### src/rtl/decode_stage.sv
// RV32I decode stage: field/immediate decode, 32x32 register file, scoreboard RAW stalls,
// and a single output register feeding execute.
module decode_stage #(
   parameter int ADDR_WIDTH = 32,
   parameter int DATA_WIDTH = 32,
   parameter int NUM_REGS   = 32,
   parameter int REG_AW     = 5
) (
   input  logic                  clk_i,
   input  logic                  rst_i,
   input  logic                  fetch_valid_i,
   input  logic [ADDR_WIDTH-1:0] fetch_pc_i,
   input  logic [DATA_WIDTH-1:0] fetch_instr_i,
   output logic                  fetch_stall_o,
   input  logic                  flush_i,
   input  logic                  ex_stall_i,
   output logic                  ex_valid_o,
   output logic [ADDR_WIDTH-1:0] ex_pc_o,
   output logic [DATA_WIDTH-1:0] ex_rs1_data_o,
   output logic [DATA_WIDTH-1:0] ex_rs2_data_o,
   output logic [DATA_WIDTH-1:0] ex_imm_o,
   output logic [REG_AW-1:0]     ex_rd_o,
   output logic [6:0]            ex_opcode_o,
   output logic [2:0]            ex_funct3_o,
   output logic [6:0]            ex_funct7_o,
   output logic                  ex_writes_rd_o,
   output logic                  ex_is_load_o,
   output logic                  ex_is_store_o,
   output logic                  ex_is_branch_o,
   output logic                  ex_is_jump_o,
   output logic                  ex_illegal_o,
   input  logic                  wb_valid_i,
   input  logic [REG_AW-1:0]     wb_rd_i,
   input  logic                  wb_we_i,
   input  logic [DATA_WIDTH-1:0] wb_data_i
);

   logic [DATA_WIDTH-1:0] rf [NUM_REGS];
   logic [NUM_REGS-1:0]   scoreboard;

   logic [DATA_WIDTH-1:0] inst;
   logic [6:0]            opcode;
   logic [REG_AW-1:0]     rd, rs1, rs2;
   assign inst   = fetch_instr_i;
   assign opcode = inst[6:0];
   assign rd     = inst[11:7];
   assign rs1    = inst[19:15];
   assign rs2    = inst[24:20];

   logic                  uses_rs1, uses_rs2, writes_rd, is_load, is_store, is_branch, is_jump, illegal;
   logic [DATA_WIDTH-1:0] imm;

   always_comb begin
      uses_rs1  = 1'b0;
      uses_rs2  = 1'b0;
      writes_rd = 1'b0;
      is_load   = 1'b0;
      is_store  = 1'b0;
      is_branch = 1'b0;
      is_jump   = 1'b0;
      illegal   = 1'b0;
      imm       = '0;
      case (opcode)
         7'h33: begin uses_rs1 = 1'b1; uses_rs2 = 1'b1; writes_rd = 1'b1; end
         7'h13: begin uses_rs1 = 1'b1; writes_rd = 1'b1;
                      imm = {{(DATA_WIDTH-12){inst[31]}}, inst[31:20]}; end
         7'h03: begin uses_rs1 = 1'b1; writes_rd = 1'b1; is_load = 1'b1;
                      imm = {{(DATA_WIDTH-12){inst[31]}}, inst[31:20]}; end
         7'h67: begin uses_rs1 = 1'b1; writes_rd = 1'b1; is_jump = 1'b1;
                      imm = {{(DATA_WIDTH-12){inst[31]}}, inst[31:20]}; end
         7'h23: begin uses_rs1 = 1'b1; uses_rs2 = 1'b1; is_store = 1'b1;
                      imm = {{(DATA_WIDTH-12){inst[31]}}, inst[31:25], inst[11:7]}; end
         7'h63: begin uses_rs1 = 1'b1; uses_rs2 = 1'b1; is_branch = 1'b1;
                      imm = {{(DATA_WIDTH-13){inst[31]}}, inst[31], inst[7], inst[30:25], inst[11:8], 1'b0}; end
         7'h37, 7'h17: begin writes_rd = 1'b1; imm = {inst[31:12], 12'b0}; end
         7'h6F: begin writes_rd = 1'b1; is_jump = 1'b1;
                      imm = {{(DATA_WIDTH-21){inst[31]}}, inst[31], inst[19:12], inst[20], inst[30:21], 1'b0}; end
         default: illegal = 1'b1;
      endcase
      if (rd == '0) writes_rd = 1'b0;
   end

   // Source is busy if an older writer is pending in the scoreboard (and not retiring now)
   // or is still sitting in the output register, not yet recorded.
   logic rf_we, rs1_busy, rs2_busy, raw_hazard, occupied_blocked;
   assign rf_we    = wb_valid_i && wb_we_i && (wb_rd_i != '0);
   assign rs1_busy = (rs1 != '0) &&
                     ((scoreboard[rs1] && !(wb_valid_i && wb_rd_i == rs1)) ||
                      (ex_valid_o && ex_writes_rd_o && ex_rd_o == rs1));
   assign rs2_busy = (rs2 != '0) &&
                     ((scoreboard[rs2] && !(wb_valid_i && wb_rd_i == rs2)) ||
                      (ex_valid_o && ex_writes_rd_o && ex_rd_o == rs2));
   assign raw_hazard       = (uses_rs1 && rs1_busy) || (uses_rs2 && rs2_busy);
   assign occupied_blocked = ex_valid_o && ex_stall_i;
   assign fetch_stall_o    = !flush_i && fetch_valid_i && (occupied_blocked || raw_hazard);

   logic fetch_acc, ex_acc;
   assign fetch_acc = fetch_valid_i && !fetch_stall_o && !flush_i;
   assign ex_acc    = ex_valid_o && !ex_stall_i && !flush_i;

   logic [DATA_WIDTH-1:0] rs1_val, rs2_val;
   assign rs1_val = (rs1 == '0) ? '0 : (rf_we && wb_rd_i == rs1) ? wb_data_i : rf[rs1];
   assign rs2_val = (rs2 == '0) ? '0 : (rf_we && wb_rd_i == rs2) ? wb_data_i : rf[rs2];

   always_ff @(posedge clk_i or negedge rst_i) begin
      if (!rst_i) begin
         for (int i = 0; i < NUM_REGS; i++) rf[i] <= '0;
      end else if (rf_we) begin
         rf[wb_rd_i] <= wb_data_i;
      end
   end

   // Clear first so a same-index set from a newer instruction wins.
   always_ff @(posedge clk_i or negedge rst_i) begin
      if (!rst_i) begin
         scoreboard <= '0;
      end else begin
         logic [NUM_REGS-1:0] sb_n;
         sb_n = scoreboard;
         if (wb_valid_i) sb_n[wb_rd_i] = 1'b0;
         if (ex_acc && ex_writes_rd_o) sb_n[ex_rd_o] = 1'b1;
         scoreboard <= sb_n;
      end
   end

   always_ff @(posedge clk_i or negedge rst_i) begin
      if (!rst_i) begin
         ex_valid_o     <= 1'b0;
         ex_pc_o        <= '0;
         ex_rs1_data_o  <= '0;
         ex_rs2_data_o  <= '0;
         ex_imm_o       <= '0;
         ex_rd_o        <= '0;
         ex_opcode_o    <= '0;
         ex_funct3_o    <= '0;
         ex_funct7_o    <= '0;
         ex_writes_rd_o <= 1'b0;
         ex_is_load_o   <= 1'b0;
         ex_is_store_o  <= 1'b0;
         ex_is_branch_o <= 1'b0;
         ex_is_jump_o   <= 1'b0;
         ex_illegal_o   <= 1'b0;
      end else if (flush_i) begin
         ex_valid_o <= 1'b0;
      end else if (fetch_acc) begin
         ex_valid_o     <= 1'b1;
         ex_pc_o        <= fetch_pc_i;
         ex_rs1_data_o  <= rs1_val;
         ex_rs2_data_o  <= rs2_val;
         ex_imm_o       <= imm;
         ex_rd_o        <= rd;
         ex_opcode_o    <= opcode;
         ex_funct3_o    <= inst[14:12];
         ex_funct7_o    <= inst[31:25];
         ex_writes_rd_o <= writes_rd;
         ex_is_load_o   <= is_load;
         ex_is_store_o  <= is_store;
         ex_is_branch_o <= is_branch;
         ex_is_jump_o   <= is_jump;
         ex_illegal_o   <= illegal;
      end else if (ex_acc) begin
         ex_valid_o <= 1'b0;
      end
   end

endmodule

### config.mk
export PLATFORM = sky130hd
export DESIGN_NAME = decode_stage
export DESIGN_NICKNAME = d
export VERILOG_FILES = /design/src/rtl/decode_stage.sv
export SDC_FILE = /design/constraint.sdc
export NUM_CORES = 2
export LEC_CHECK = 0
export BUFFER_PORTS_ARGS = -buffer_cell sky130_fd_sc_hd__clkbuf_2
export CAP_MARGIN = 20
export CORE_AREA = 2 2 369 407
export DETAILED_ROUTE_END_ITERATION = 8
export DIE_AREA = 0 0 371 409
export GPL_TIMING_DRIVEN = 0
export PLACE_DENSITY = 0.64
export SLEW_MARGIN = 20
export SYNTH_ARGS = -nofsm -noshare
export SYNTH_HDL_FRONTEND = slang
export SYNTH_SLANG_ARGS = --single-unit
### constraint.sdc
create_clock -name clk_i -period 2.8 [get_ports clk_i]
set_input_delay 0.42 -clock clk_i [delete_from_list [all_inputs] [get_ports clk_i]]
set_output_delay 0.42 -clock clk_i [all_outputs]
set_load 0.03 [all_outputs]
; ---- Word-level counts from Yosys, hierarchy flattened
; Cells that the tools add are included.
[totals]
wordCells = 164
in_bits = 108
regBits = 1213
output_inout_bits = 158
[op_classes]
order_cmp = 10
eq_ne = 13
n_bitwise = 7
n_reduce_logical = 50
n_mux = 36
[op_table]
columns = op, count
row1 = bitwise mux 1024 bit, 1
row2 = 2-to-1 mux 32 bit, 11
row3 = binary-select mux 32 bit (select 5 bit), 2
row4 = demux 32 bit (select 5 bit), 1
row5 = case mux 32 bit (5 select lines), 1
row6 = AND 32 bit, 1
row7 = NOT 32 bit, 1
row8 = OR 32 bit, 1
row9 = logical AND 1 bit, 26
row10 = "less-than comparator 5 x 6 -> 1 bit, second input constant", 4
row11 = "== test 7 x 6 -> 1 bit, second input constant", 3
row12 = "== test 7 bit, second input constant", 3
row13 = == test 5 bit, 4
row14 = ">= comparator 6 bit, second input constant", 3
row15 = NOT 5 -> 6 bit, 3
row16 = 2-to-1 mux 1 bit, 16
row17 = logical NOT 5 bit, 3
row18 = nonzero test 5 bit, 3
row19 = "== test 7 x 5 -> 1 bit, second input constant", 2
row20 = binary-select mux 1 bit (select 5 bit), 2
row21 = demux 1 bit (select 5 bit), 2
row22 = ">= comparator 5 x 1 -> 1 bit, second input constant", 2
row23 = OR reduction 9 bit, 1
row24 = "== test 7 x 2 -> 1 bit, second input constant", 1
row25 = 10 further kinds, 19

; ---- Logic depth before layout (Yosys ltp)
[logic_depth]
word_depth = 15
depth_mapped = 10
ltp_nobuf = 6

; ---- Worst setup path after synthesis
; Ideal clock, no wire load.
[synth_path]
path_kind = in2reg
start = input fetch_instr_i[20]
end = register ex_rs2_data_o[30]
setup_ns = 0.128
arrival_time_ns = 2.655
n_path_buf = 4
required_time_ns = 2.672
path_stages = 9
slack_ns = 0.018
cell_sequence = buf_2 -> buf_2 -> clkbuf_1 -> buf_2 -> mux4_2 -> mux2i_1 -> a22oi_1 -> a32o_1 -> mux2_1
[synth_via]
elab_chain_cells = 14
elab_cells_between_ends = 27
cone_classes = eq/ne: 2 / mux: 7 / bitwise: 1 / reduce/logical: 17
[synth_rtl]
columns = item, line_no
row1 = from (decl), 13  ; input logic [DATA_WIDTH-1:0] fetch_instr_i,
row2 = branches (longest 14 deep; another with binary-select mux 1 bit (select 5 bit)), n/a
row3 = to (signal assigned), 149  ; ex_rs2_data_o <= rs2_val;
row4 = to (decl), 20  ; output logic [DATA_WIDTH-1:0] ex_rs2_data_o,
; Parallel ways; which one is timed is not known. The select of a mux whose other input is x is not followed.
; A chain may end at the register's enable or synchronous reset.

; ---- Worst setup path in the final report
[layout_path]
start = input fetch_instr_i[18]
end = output fetch_stall_o
[layout_via]
elab_chain_cells = 10
elab_cells_between_ends = 15
cone_classes = eq/ne: 2 / mux: 2 / reduce/logical: 11
[layout_rtl]
columns = item, line_no
row1 = branches (longest 5 deep; another with binary-select mux 1 bit (select 5 bit)), n/a
row2 = logical AND 1 bit *, 87  ; assign rs1_busy = (rs1 != '0) &&
row3 = logical AND 1 bit *, 93  ; assign raw_hazard = (uses_rs1 && rs1_busy) || (uses_rs2 && rs2_busy);
row4 = logical OR 1 bit *, 93
row5 = logical OR 1 bit *, 95  ; assign fetch_stall_o = !flush_i && fetch_valid_i && (occupied_blocked || raw_hazard);
row6 = logical AND 1 bit *, 95
row7 = to (decl), 14  ; output logic fetch_stall_o,
; Mark *: on every way between the ends. The select of a mux whose other input is x is not followed.

==> summary.txt <==
Status
  – Status: finished with violations
  – Failing checks: setup timing

Worst setup path
  – CP arrival: about 2.9 ns
  – CP max stage delay: roughly 0.65 ns
  – Crit-path cells: clkbuf_2 > clkbuf_1 > nor2_2 > nand2_1 > and3b_1 > a221oi_1 > nand3_1 > and2_4 > buf_8
  – CP max stage cell: nor2_2
  – Req. time, crit path: 2.38 ns
  – Startpoint types: input pin
  – Setup CP Type: input pin to primary output
  – Worst reg2reg path depth: 9
  – Crit path from: fetch_instr_i[18]
  – Largest fanout on the critical path: 10
  – Reg2Reg Setup Slack: -0.20 ns
  – R2R Path Start: scoreboard[4]
  – Critical Path Sink Type: primary output
  – CP endpoint: fetch_stall_o
  – R2R Path End: ex_rs1_data_o[12]

CTS
  – Clock Latency Late Sink: approximately 0.8 ns
  – H-Tree Depth: 4
  – CTS root buffer: clkbuf_16
  – Maximum buffer depth of the clock tree: 3
  – Total CTS buffers: around 130
  – CTS Sinks: roughly 1200
  – Worst-path clk slew: about 0.050 ns
  – Clock tree from TritonCTS: done

Drt
  – Final wirelength: around 250000 µm
  – Drt pass-1 iters: 6
  – Wire length on met2: approximately 110000 µm
  – Top sig layer: met5
  – Met1 Wirelength: 91680 µm
  – Vias per cell: ~6.6
  – Via count: approximately 44000
  – Wire length on met3: between 20000 and 30000 µm
  – Routed Antenna Nets: 0
  – Initial DRC count: approximately 5400
  – Post-DR wirelength/cell: 37.66 µm
  – DRC viols: 0

Logic synthesis
  – Post-synth cell types: between 50 and 60
  – Largest family of logic cells by synthesized area: multiplexers
  – Post-Synth Simple-Gate Area: between 1 and 1.5%
  – Number of flops mapped to enable cells by yosys: 0
  – Synth Area in Compound Gates: 3.531%
  – Syn Nets: approximately 4200
  – Synth Flop Type: dfrtp_1
  – Cell taking the most area after synthesis: dfrtp_1
  – Synth area leaders: dfrtp_1, mux4_2, mux2_2, mux2i_1, mux2_1
  – Sequential area share after synthesis: about 48%
  – XOR/XNOR share of the synthesized area: 0.2775%
  – Post-synthesis cell area: between 60000 and 70000 µm²
  – Syn Area/Cell: 15.36 µm²
  – Share of the synthesized area in the top cell type: between 40% and 50%
  – Mux contribution to synthesized area: a little over two fifths
  – Post-synth ARST share: between 90% and 100%
  – Synthesis Warnings: 0
  – Syn Inst Count: around 4000
  – Adder-cell area share of the yosys netlist: 0%
  – Count of state elements after synthesis: approximately 1200

STA
  – Slack of the critical path: -0.4945 ns
  – Rel. slew slack: roughly an eighth
  – Worst hold slack: around 0.052 ns
  – Maximum clock rate: ~300 MHz
  – Layout Skew: 0.02383 ns
  – Slew of the pin with the lowest slew margin: around 1.3 ns
  – Setup_tns: -17.56 ns
  – Final setup vio count: 197
  – Fin. Hold Viols: 0
  – Final Max Slew Viols: 0
  – Final worst path period need: roughly 3.3 ns
  – Period utilization: 117.7%
  – RSZ-0062 raised after global routing: true

Pwr
  – Leakage: between 30 and 40 nW
  – Pwr dens: ~670 nW/µm²
  – Total power: 0.04978 W
  – Peak VDD IR: 0.0007530 V

Finish
  – Share of layout cells above drive strength 1: around 52%
  – Multi-input gate area: slightly above 30000 µm²
  – Fin nets: between 4000 and 5000
  – Commonest non-fill, non-tap cell in the layout: dfrtp_1
  – Filler instances: ~12000
  – Seq. cell area: 30350 µm²
  – Highest-count cells in the layout ignoring fill and taps: dfrtp_1, mux2_2, mux4_2
  – Area delta synth->final: 17.59%

Die
  – Number of core rows: 148
  – Core Region: around 150000 µm²
  – Die Wd: 371 µm
  – Die area: ~150000 µm²
  – Die H: between 400 and 500 µm
  – Initial Util: 42.77%
  – Num ports: 266

Flow run
  – MaxCap Viol Count: 0

Global route
  – Initial antenna violation count: 7
  – Vias in the first global route: 44510
  – Largest net degree at the start of global routing: 90
  – Overflow left after global routing: 0
  – Total track usage: around a third
  – First-pass GRT wire length: roughly 340000 µm

Hold path
  – Hold Path Class: input pin to flip-flop
  – HP Start: wb_data_i[15]

Placed design
  – PortBufs: ~250
  – Final GP Congestion: between 0.9 and 1
  – Final HPWL DP: roughly 160000 µm
per-layer routing:
layer | global-route usage (%) | up-vias
met2 | 48.85 | 2922
met5 | 0.2244 | -
met1 | 39.69 | 23580
met3 | 11.13 | 901
met4 | 20.84 | 10
li1 | - | 16880
area by class of cell:
| type | instances | area share (%) |
|---|---|---|
| multi-input cells | 2403 | 41.83 |
| plain buffers | 458 | 3.380 |
| diodes | 3 | 0.01011 |
| clock buffers | 202 | 5.494 |
| inverters | 28 | 0.1416 |
| well taps | 1950 | 3.287 |
| clock inverters | 25 | 0.4248 |
| repair buffers | 394 | 4.533 |
| flip-flops and latches | 1213 | 40.90 |
how the worst min path moves through the flow:
| stage | end | cells after the start |
|---|---|---|
| detailed placement | rf[1000] | 1 |
| floorplan | ex_funct3_o[0] | 0 |
| CTS | rf[975] | 2 |
| finish | rf[975] | 2 |
| global route | rf[975] | 2 |
| global placement | rf[1005] | 1 |
where the power goes:
group	switching [W]	total [W]	internal, W	leakage, nW
Sequential	0.00170	0.0215	0.0198	16.1
Clock	0.00756	0.0182	0.0106	2.17
Combinational	0.00499	0.0100	0.00504	15.6
Yosys cell counts (10+ instances only):
master / number
nor2_1: 39
mux2_1: 106
inv_1: 28
buf_6: 14
xor2_1: 10
buf_1: 22
a32o_1: 64
or3_1: 10
mux4_2: 523
dfrtp_1: 1213
nand3_1: 10
a22oi_1: 128
buf_2: 163
a21oi_1: 19
xnor2_1: 10
mux2_2: 1016
mux2i_1: 306
nand2_1: 19
clkbuf_1: 258
o21ai_0: 69
sequential cells by signal (all words and copies together) (netlist names), 3 cells and up:
signal / count
rf: 1024
ex_imm_o: 32
ex_pc_o: 32
ex_rs1_data_o: 32
ex_rs2_data_o: 32
scoreboard: 32
ex_funct7_o: 7
ex_opcode_o: 7
ex_rd_o: 5
ex_funct3_o: 3
worst max-delay path, delay by kind of cell:
kind | cells | cell delay, ns
AO/OA/AOI/OAI | 1 | 0.45
buffers and inverters | 3 | 0.56
AND/OR/NAND/NOR | 5 | 1.45
logic make-up after synthesis:
kind of cell | Yosys count
compound gates | 302
mux | 1951
flops | 1213
buf+inv | 492
simple gates | 130
xor+xnor | 20
what timing repair did:
action	in CTS	in global routing
hold buffers	80	0
endpoints found under the hold margin	170	0
setup endpoints to repair	189	399
pin swaps	3	2
resized for setup	77	240
setup buffers	8	20
gates cloned	0	16
per-stage QoR:
| step | setup WS, ns | instances | instance area (µm²) | utilization, % |
|---|---|---|---|---|
| 2_1_floorplan | 0.01769 | 4108 | 63120 | - |
| 6_report | -0.4945 | 6676 | 74220 | 50.29 |
| 3_3_place_gp | -28.92 | 6311 | 66820 | 45.28 |
| 5_1_grt | -0.5100 | 6674 | 74210 | 50.28 |
| 4_1_cts | -0.4326 | 6645 | 72950 | 49.43 |
| 3_5_place_dp | -1.492 | 6330 | 67430 | 45.69 |
No activity file was read; power rests on OpenSTA's default activity.
